===== config.mk =====
export PLATFORM = sky130hd
export DESIGN_NAME = layer_ctrl
export DESIGN_NICKNAME = d
export VERILOG_FILES = /design/src/rtl/layer_ctrl.sv
export SDC_FILE = /design/constraint.sdc
export NUM_CORES = 1
export LEC_CHECK = 0
export BUFFER_PORTS_ARGS = -buffer_cell sky130_fd_sc_hd__buf_4
export CAP_MARGIN = 20
export CELL_PAD_IN_SITES_DETAIL_PLACEMENT = 0
export CELL_PAD_IN_SITES_GLOBAL_PLACEMENT = 1
export CORE_MARGIN = 3
export CORE_UTILIZATION = 47
export CTS_CLUSTER_DIAMETER = 80
export DETAILED_ROUTE_END_ITERATION = 10
export GPL_ROUTABILITY_DRIVEN = 0
export PLACE_DENSITY_LB_ADDON = 0.1
export SLEW_MARGIN = 20
export SYNTH_ARGS = -nofsm -noshare
export SYNTH_HDL_FRONTEND = slang
export SYNTH_SLANG_ARGS = --single-unit

===== constraint.sdc =====
create_clock -name sys_clk -period 2.9 [get_ports sys_clk]
set_input_delay 0.145 -clock sys_clk [delete_from_list [all_inputs] [get_ports sys_clk]]
set_output_delay 0.145 -clock sys_clk [all_outputs]
set_load 0.05 [all_outputs]

===== src/rtl/layer_ctrl.sv =====
// Sequencing controller for one convolution layer: launches the picture source
// once per kernel pass, tracks pixel/result counts and raises done or fault.
module layer_ctrl #(
  parameter int NUM_KERNELS  = 4,
  parameter int PIX_PER_PIC  = 784,
  parameter int OUT_PER_PASS = 676,
  parameter int TIMEOUT      = 4096,
  parameter int KW           = (NUM_KERNELS > 1) ? $clog2(NUM_KERNELS) : 1,
  parameter int AW           = KW + $clog2(OUT_PER_PASS)
) (
  input  logic          sys_clk,
  input  logic          sys_rst,
  input  logic          start_flag,
  input  logic          pic_valid,
  input  logic          out_valid,
  output logic          pic_start,
  output logic [KW-1:0] kernel_sel,
  output logic          wr_en,
  output logic [AW-1:0] wr_addr,
  output logic          busy,
  output logic          layer_done,
  output logic          err
);

  localparam int OW = AW - KW;
  localparam int PW = $clog2(PIX_PER_PIC + 1);
  localparam int TW = $clog2(TIMEOUT);

  localparam logic [OW-1:0] OUT_LAST = OW'(OUT_PER_PASS - 1);
  localparam logic [OW-1:0] OUT_ONE  = OW'(1);
  localparam logic [PW-1:0] PIX_MAX  = PW'(PIX_PER_PIC);
  localparam logic [PW-1:0] PIX_ONE  = PW'(1);
  localparam logic [TW-1:0] WD_LAST  = TW'(TIMEOUT - 1);
  localparam logic [TW-1:0] WD_ONE   = TW'(1);
  localparam logic [KW-1:0] K_LAST   = KW'(NUM_KERNELS - 1);
  localparam logic [KW-1:0] K_ONE    = KW'(1);

  typedef enum logic [2:0] {
    S_IDLE     = 3'd0,
    S_LAUNCH   = 3'd1,
    S_STREAM   = 3'd2,
    S_PASS_END = 3'd3,
    S_DONE     = 3'd4,
    S_ERR      = 3'd5
  } state_e;

  state_e        state_q, state_d;
  logic [KW-1:0] kernel_q, kernel_d;
  logic [PW-1:0] pix_cnt_q, pix_cnt_d;
  logic [OW-1:0] out_cnt_q, out_cnt_d;
  logic [TW-1:0] wd_cnt_q, wd_cnt_d;
  logic          wr_en_q, wr_en_d;
  logic [AW-1:0] wr_addr_q, wr_addr_d;
  logic          err_q, err_d;

  // State and datapath registers with synchronous reset
  always_ff @(posedge sys_clk) begin
    if (sys_rst) begin
      state_q   <= S_IDLE;
      kernel_q  <= '0;
      pix_cnt_q <= '0;
      out_cnt_q <= '0;
      wd_cnt_q  <= '0;
      wr_en_q   <= 1'b0;
      wr_addr_q <= '0;
      err_q     <= 1'b0;
    end else begin
      state_q   <= state_d;
      kernel_q  <= kernel_d;
      pix_cnt_q <= pix_cnt_d;
      out_cnt_q <= out_cnt_d;
      wd_cnt_q  <= wd_cnt_d;
      wr_en_q   <= wr_en_d;
      wr_addr_q <= wr_addr_d;
      err_q     <= err_d;
    end
  end

  // Next-state and counter logic
  always_comb begin
    state_d   = state_q;
    kernel_d  = kernel_q;
    pix_cnt_d = pix_cnt_q;
    out_cnt_d = out_cnt_q;
    wd_cnt_d  = wd_cnt_q;
    wr_en_d   = 1'b0;
    wr_addr_d = wr_addr_q;
    err_d     = err_q;
    case (state_q)
      S_IDLE: begin
        if (start_flag) begin
          state_d   = S_LAUNCH;
          err_d     = 1'b0;
          kernel_d  = '0;
          pix_cnt_d = '0;
          out_cnt_d = '0;
          wd_cnt_d  = '0;
        end else begin
          state_d = S_IDLE;
        end
      end
      S_LAUNCH: begin
        state_d = S_STREAM;
      end
      S_STREAM: begin
        // A result strobe both services the watchdog and may end the pass.
        if (out_valid) begin
          wr_en_d   = 1'b1;
          wr_addr_d = {kernel_q, out_cnt_q};
          wd_cnt_d  = '0;
          if (out_cnt_q == OUT_LAST) begin
            out_cnt_d = '0;
            state_d   = S_PASS_END;
          end else begin
            out_cnt_d = out_cnt_q + OUT_ONE;
          end
        end else if (wd_cnt_q == WD_LAST) begin
          state_d = S_ERR;
          err_d   = 1'b1;
        end else begin
          wd_cnt_d = wd_cnt_q + WD_ONE;
        end
        // Overrun is checked last so it overrides a pass end in the same cycle.
        if (pic_valid) begin
          if (pix_cnt_q == PIX_MAX) begin
            state_d = S_ERR;
            err_d   = 1'b1;
          end else begin
            pix_cnt_d = pix_cnt_q + PIX_ONE;
          end
        end else begin
          pix_cnt_d = pix_cnt_q;
        end
      end
      S_PASS_END: begin
        pix_cnt_d = '0;
        out_cnt_d = '0;
        wd_cnt_d  = '0;
        if (kernel_q == K_LAST) begin
          state_d = S_DONE;
        end else begin
          kernel_d = kernel_q + K_ONE;
          state_d  = S_LAUNCH;
        end
      end
      S_DONE: begin
        state_d = S_IDLE;
      end
      S_ERR: begin
        state_d = S_IDLE;
      end
      default: begin
        state_d = S_IDLE;
      end
    endcase
  end

  assign pic_start  = (state_q == S_LAUNCH);
  assign busy       = (state_q == S_LAUNCH) || (state_q == S_STREAM) ||
                      (state_q == S_PASS_END) || (state_q == S_DONE);
  assign layer_done = (state_q == S_DONE);
  assign kernel_sel = kernel_q;
  assign wr_en      = wr_en_q;
  assign wr_addr    = wr_addr_q;
  assign err        = err_q;

endmodule


## Yosys cells after proc, flatten, opt, wreduce, memory -nomap -nowiden

Cells that the tools add are included.

| operators by class | value |
|---|---|
| equal/unequal tests | 14 |
| multiplexer cells | 29 |
| bitwise logic cells | 1 |
| reductions and logical operators | 14 |
| add/subtract/negate cells | 4 |

Operators with widths:

| operator | count |
|---|---|
| one-hot mux 10 bit (3 select lines) | 2 |
| two-way mux 10 bit | 5 |
| two-way mux 12 bit | 3 |
| one-hot mux 12 bit (3 select lines) | 1 |
| adder 10 x 1 -> 10 bit, second input constant | 2 |
| == test 10 bit, second input constant | 2 |
| two-way mux 3 bit | 6 |
| adder 12 x 1 -> 12 bit, second input constant | 1 |
| == test 12 bit, second input constant | 1 |
| one-hot mux 3 bit (4 select lines) | 1 |
| inequality test 2 bit, second input constant | 5 |
| AND reduction 3 bit | 3 |
| two-way mux 1 bit | 7 |
| == test 3 x 2 -> 1 bit, second input constant | 2 |
| two-way mux 2 bit | 2 |
| one-hot mux 2 bit (2 select lines) | 1 |
| AND reduction 2 bit | 2 |
| AND reduction 4 bit | 1 |
| nonzero test 2 bit | 2 |
| == test 3 x 1 -> 1 bit, second input constant | 1 |
| == test 3 bit, second input constant | 1 |
| logical NOT 3 bit | 1 |
| logical OR 1 bit | 3 |
| inequality test 3 bit, second input constant | 1 |
| other kinds (6) | 6 |

| storage, ports and cells | value |
|---|---|
| word-level logic and storage cells | 70 |
| output and inout bits | 19 |
| register bits | 51 |
| input bits | 5 |

## Depth between registers and ports, before layout

Gate-level depths: netlist of run 1.

| logic depth | value |
|---|---|
| depth in word-level cells | 6 |
| gate-level depth with buffers | 7 |
| depth with buffers taken out | 5 |

## Worst setup path after synthesis of run 1

OpenSTA, ideal clock, no wires.

| timing | value |
|---|---|
| path type | register to output |
| start point | reg state_q[2] |
| end point | out layer_done |
| setup slack | 1,048 ps |
| path buffers | 1 |
| required time | 2,755 ps |
| cell stages (with the launch flop) | 4 |
| arrival time | 1,707 ps |
| cells stage by stage | dfxtp_1 buf_2 clkinv_1 nor3_1 |

| between the ends | value |
|---|---|
| cells in the longest elaborated chain, start to end | 1 |

Ends and longest elaborated chain:

| item | line | source |
|---|---|---|
| from (decl) | 47 | `state_e state_q, state_d;` |
| from (signal assigned) | 68 | `state_q <= state_d;` |
| == test 3 bit | 161 | `assign layer_done = (state_q == S_DONE);` |
| to (decl) | 21 | `output logic layer_done,` |

No other way between the ends.

## Worst setup path after layout of run 1

| timing | value |
|---|---|
| start point | reg state_q[2] |
| end point | reg pix_cnt_q[3] |

| between the ends | value |
|---|---|
| cells in the longest elaborated chain, start to end | 3 |
| elaborated cells between the ends (all ways) | 9 |
| classes of those cells | 5 x eq/ne; 1 x mux; 3 x reduce/logical |

Ends and longest elaborated chain:

| item | line | source |
|---|---|---|
| == test 3 x 2 -> 1 bit / logical NOT 3 bit (equally long branches) | 89 | `case (state_q)` |
| inequality test 2 bit (no source line) / nonzero test 3 bit (equally long branches) | - |  |
| AND reduction 4 bit (no source line) | - |  |
| to (signal assigned) | 70 | `pix_cnt_q <= pix_cnt_d;` |
| to (decl) | 49 | `logic [PW-1:0] pix_cnt_q, pix_cnt_d;` |

Parallel ways exist; a longest one is shown, timed or not.
A chain may end at the register's enable or synchronous reset.

==> summary.md, run 1 <==
## Run status
• completed — outcome

## Floorplan
• 5200 um^2 — core outline area
• 80.2 um — vertical die dimension
• 80.2 um — width of the chip
• 49.8% — initial core utilization
• 24 — number of I/O pins
• 6440 um^2 — area enclosed by the die boundary
• 26 — num rows

## GRT
• 1975 — via count of the first global-routing pass
• 18.2% — global-route usage over all layers
• 0 — Overflow after GRT
• 0 — initial antenna violation count
• 9.35 mm — global-route wire length before repair
• 27 — maximum number of pins on one net before global-route repair

## Synth
• 51 x dfxtp_1, 50 x nand2_1, 34 x a21oi_1 — top cell types by occurrence after synthesis
• 50 — unique cell type count in the Yosys netlist
• 39.4% — post-synth top area share
• 2590 um^2 — cell area after synthesis
• 0 — number of flops mapped to enable cells by yosys
• 317 — number of instances in the synthesized netlist
• dfxtp_1 39%, nand2_1 7.2%, a21oi_1 6.6%, mux2i_1 5.4%, o21ai_0 2.7% — largest cells by area after synthesis
• 39.4% — share of synthesized area occupied by flip-flops and latches
• dfxtp_1 — Synth area leader
• 51 — number of register bits inferred by synthesis
• 0 — synth warn
• 8.17 um^2 — Avg Synthesized Cell Area
• 327 — number of nets produced by synthesis
• 0% — share of async-settable or async-resettable flops after synthesis
• dfxtp_1 — cell with the most instances after synthesis
• dfxtp_1 — Main synth FF type

## Finish
• 55.6% — final core utilization
• 12.0% — layout cell share with drive strength beyond 1
• 342 — number of nets at the end of the flow
• 11.7% — Syn-to-layout area delta
• 0 — antenna cell count
• 2890 um^2 — design area

## Power
• 0.952 nW — leakage power total
• 35.0% — Clk pwr share
• 9.5% — Comb power frac
• 0.000965 W — internal power
• 0.000332 W — switching power
• 55.5% — sequential cell fraction of total power
• 448 nW/um^2 — power density over the cells
• 0.00130 W — total chip power
• 0.234 mV — Peak VDD IR
• 25.6% — switching power as a share of total power

## Route
• 0 — DR DRC count
• 2238 — via count
• 4 — length of the first detailed-routing pass in iterations
• 5.55 — routed via count divided by cell count
• 118 — iteration-0 DRC count of the detailed router
• 13.8 um — wire per inst
• 0 — Antenna Violating Nets Remaining
• 5.55 mm — post-detailed-routing wire length

## Clock network
• 0 — number of gates given a new drive strength after cts
• 2 — deepest clock path buffer count
• 51 — sinks on the clock net
• 300 ps — insertion delay of the later-clocked pin in the worst-skew pair
• 2 — deepest level of the CTS H-tree
• 90 ps — clock slew seen by the registers of the worst setup and hold paths
• yes — clock tree from TritonCTS
• 5 — Inserted Clock Buffers
• 0 — number of post-CTS setup repair buffers
• 0 — count of hold-fix buffers inserted at cts
• clkbuf_8 — Root Driver

## Worst hold path
• input pin to register — path category of the worst min-delay check
• sys_rst — start point of the worst min-delay path
• 2 — hold path cells

## STA
• 0 ps — setup TNS after final layout
• 865 ps — slew of the pin with the lowest slew margin
• 0.464 GHz — maximum clock frequency
• 74.3% — share of the cycle needed by the critical path after routing
• 0 — Setup violations, final
• 42.1% — Slew Limit Headroom
• 0 — final hold violations
• 2150 ps — post-layout minimum cycle time
• no — unrepaired setup endpoints after global routing
• 0 — final-report max-slew violation count
• 5.31 ps — Fin Clk Skew

## Setup path
• 2350 ps — crit path DAT
• state_q[2] — critical path launch point
• register — kind of capture point of the worst setup path
• register to register — category of the most critical setup path
• 19 — worst-path fanout max
• register — startpoint types
• 4 — worst r2r path cells
• 3100 ps — Worst Path Required
• state_q[2] — worst reg2reg path startpoint

## Run
• 0 — max-cap viol count

## Placement
• 23 — Port Buffer Count
• 4.02 mm — detailed placement HPWL
• 2790 um^2 — area post-placement

==> layout by cell type (no fill, tap or decap), types with 3 or more instances in the layout <==
cell / instances
mux2i_1: 14
ha_1: 5
nand4_1: 4
dfxtp_1: 51
a21oi_1: 34
nand2b_1: 11
a211oi_1: 5
nor3_1: 8
o211ai_1: 5
buf_4: 24
o2111ai_1: 3
nand2_1: 50
or3_1: 11
or4_1: 6
nand3_1: 11
o21ai_0: 14
xnor2_1: 3
inv_1: 12
nor3b_1: 5
o31ai_1: 4
nor2_1: 12
clkbuf_8: 7
==> worst paths after layout <==
| check | endpoint | slack [ps] |
|---|---|---|
| worst max-delay path | pix_cnt_q[3] | 750 |
| worst min register to register | wr_addr[7] | 460 |
| worst max register to register | pix_cnt_q[3] | 750 |
| worst min-delay path | wr_en | 190 |
==> metal layers <==
metal	global-route usage, %	share of wire [%]
met4	6.42	0.99
met1	26.7	51
met2	26.9	44
met3	2.80	4.2
met5	0	0
==> cell type report <==
class	count	area, um^2
Inverter	13	48.8
Fill cell	516	2310
Sequential cell	51	1020
Clock buffer	7	96.3
Multi-Input combinational cell	237	1450
Tap cell	70	87.6
Timing Repair Buffer	24	180
Clock inverter	1	7.51
==> flip-flops by register name, indices dropped and copies added, names as in the netlist <==
register	flops
pix_cnt_q	10
wr_addr	12
out_cnt_q	10
wd_cnt_q	12
kernel_sel	2
err	1
state_q	3
wr_en	1
==> power by group through the flow <==
stage	combinational [W]	clock [W]	sequential (W)
finish	0.000123	0.000454	0.000720
global route	0.000138	0.000499	0.000722
CTS	0.000124	0.000467	0.000720
detailed placement	0.000123	0	0.000736
global placement	0.000124	0	0.000735
floorplan	0.0000984	0	0.000731
==> metrics by stage <==
| stage | setup WS [ps] | cells | hold slack (ps) |
|---|---|---|---|
| final | 747 | 403 | 189 |
| after global routing | 545 | 403 | 197 |
| after CTS | 785 | 403 | 185 |
| after detailed placement | 804 | 395 | 447 |
| after global placement | 858 | 395 | 443 |
| after floorplan | 1050 | 317 | 384 |
==> cells by family after synthesis <==
group | count (synthesis) | share of synthesized area, %
fa+ha+maj | 5 | 2.42
flops | 51 | 39.4
buf+inv | 29 | 4.49
compound gates | 77 | 18.6
mux | 15 | 5.85
xor+xnor | 5 | 1.69
simple gates | 135 | 27.5
==> critical path: stages (launching register included) <==
cell	delay, ps
dfxtp_1	700
clkinv_1	390
o211ai_1	490
a21oi_1	170
mux2_2	300
Power figures use the tool's default switching activity.
==> inputs of run 2 (changes only) <==
Settings changed: CORE_UTILIZATION 47 to 44.
Clock period 2.9 ns to 2 ns, I/O delays scaled along.
==> run 2 against run 1 <==
Effect of this change:
- maximum frequency increased by 17%
- setup slack got worse by 590 ps
- sequential power increased by 44%
- critical endpoint is now out_cnt_q[9]
- final cell count increased by 3.7%
- largest cell class unchanged
- core utilization decreased by 1.9 points
- cell area increased by 4.1%
==> summary.md, run 2 (synthesized netlist as in run 1, its figures left out) <==
## Clock network
• 0 — count of hold-fix buffers inserted at cts
• 0 — number of gates given a new drive strength after cts
• 51 — sinks on the clock net
• 100 ps — clock slew seen by the registers of the worst setup and hold paths
• 2 — deepest level of the CTS H-tree
• clkbuf_8 — Root Driver
• 320 ps — insertion delay of the later-clocked pin in the worst-skew pair
• 2 — deepest clock path buffer count
• 5 — Inserted Clock Buffers
• yes — clock tree from TritonCTS
• 0 — number of post-CTS setup repair buffers

## Finish
• dfxtp_1 — leading cell type in the layout, fill and taps excluded
• 418 — final instance count without filler cells
• 355 — number of nets at the end of the flow
• 51 x dfxtp_1, 50 x nand2_1, 37 x buf_4 — top library cells by usage in the layout, fill and taps aside
• 0 — antenna cell count
• 3010 um^2 — design area
• 16.3% — Syn-to-layout area delta
• 15.3% — layout cell share with drive strength beyond 1

## Setup path
• register to register — category of the most critical setup path
• 160 ps — register-to-register path setup slack
• state_q[0] — critical path launch point
• register — startpoint types
• 470 ps — stage delay of the slowest cell on the critical path
• 2090 ps — crit path DAT
• out_cnt_q[9] — R2R Path End
• state_q[0] — worst reg2reg path startpoint
• register — kind of capture point of the worst setup path
• or3b_1 — slowest cell on the critical path
• 8 — worst-path fanout max
• 4 — worst r2r path cells
• out_cnt_q[9] — capturing instance or port of the critical path
• 2250 ps — Worst Path Required
• or3b_1 > a211o_1 > or4_1 > a21oi_1 — cells traversed along the worst timing path

## Placement
• 2890 um^2 — area post-placement
• 410 — placed insts
• 4.31 mm — detailed placement HPWL
• 23 — Port Buffer Count
• 195 ps — Placement Setup Slack

## GRT
• 0 — initial antenna violation count
• 2018 — via count of the first global-routing pass
• 27 — maximum number of pins on one net before global-route repair
• 0 — Overflow after GRT
• 18.6% — global-route usage over all layers
• 9.79 mm — global-route wire length before repair

## STA
• 0 — Setup violations, final
• 464 ps — slew of the pin with the lowest slew margin
• 92.1% — share of the cycle needed by the critical path after routing
• 68.7% — Slew Limit Headroom
• 0.543 GHz — maximum clock frequency
• 0 — final hold violations
• no — unrepaired setup endpoints after global routing
• 0 — final-report max-slew violation count
• 1840 ps — post-layout minimum cycle time
• 159 ps — final setup slack of the worst path
• 13.2 ps — Fin Clk Skew
• 0 ps — setup TNS after final layout

## Floorplan
• 24 — number of I/O pins
• 46.2% — initial core utilization
• 6840 um^2 — area enclosed by the die boundary
• 82.7 um — width of the chip
• 5610 um^2 — core outline area
• 82.7 um — vertical die dimension
• 27 — num rows

## Route
• 5.99 mm — post-detailed-routing wire length
• 14.3 um — wire per inst
• 0 — Antenna Violating Nets Remaining
• 2348 — via count
• 133 — iteration-0 DRC count of the detailed router
• 5.62 — routed via count divided by cell count
• 0 — DR DRC count
• 5 — length of the first detailed-routing pass in iterations

## Run
• 0 — max-cap viol count

## Power
• 0.316 mV — Peak VDD IR
• 1.03 nW — leakage power total
• 674 nW/um^2 — power density over the cells
• 0.00203 W — total chip power

## Run status
• completed — outcome

## Worst hold path
• 2 — hold path cells
• input pin to register — path category of the worst min-delay check

run 2: cell types whose count changed in the layout (fill, tap and decap cells not counted), sizes merged:
cell | before | now
buf | 24 | 37
bufinv | 0 | 1
clkbuf | 7 | 6
clkinvlp | 1 | 0
inv | 12 | 13
run 2: stage by stage:
stage               util, %  hold WS [ps]
detailed placement     51.5           447
floorplan                 -           339
global route           53.7           149
CTS                    53.7           135
finish                 53.7           129
global placement       51.5           444
run 2: metal layers:
| metal | wire length, um | track usage, % | up-vias |
|---|---|---|---|
| li1 | - | - | 1194 |
| met1 | 3110 | 26.9 | 1114 |
| met2 | 2610 | 27.4 | 35 |
| met3 | 203 | 4.01 | 5 |
| met4 | 75 | 5.88 | 0 |
| met5 | 0 | 0 | - |
run 2: area by class of cell:
class,instances,area [um^2]
clock buffers,6,82.6
clock inverters,2,38.8
fillers,582,2600
inverters,13,48.8
multi-input cells,237,1450
flip-flops and latches,51,1020
well taps,72,90.1
repair buffers,37,278
run 2: power breakdown:
| group | total [W] | internal, W | switching [W] |
|---|---|---|---|
| logic | 0.000211 | 0.0000755 | 0.000135 |
| registers | 0.00104 | 0.00103 | 0.0000118 |
| clock network | 0.000783 | 0.000412 | 0.000371 |
run 2: worst min path at each step:
stage                      from       endpoint  slack [ps]
floorplan             out_valid     wr_addr[0]         340
global placement    wr_addr[11]    wr_addr[11]         440
detailed placement   wr_addr[2]     wr_addr[2]         450
CTS                     sys_rst          wr_en         130
global route            sys_rst          wr_en         150
finish                  sys_rst  kernel_sel[0]         130
run 2: critical path: cells and delay by family, from the launching register on:
family / cells / cell delay (ps)
compound gates: 2 / 520
flops: 1 / 380
simple gates: 2 / 880
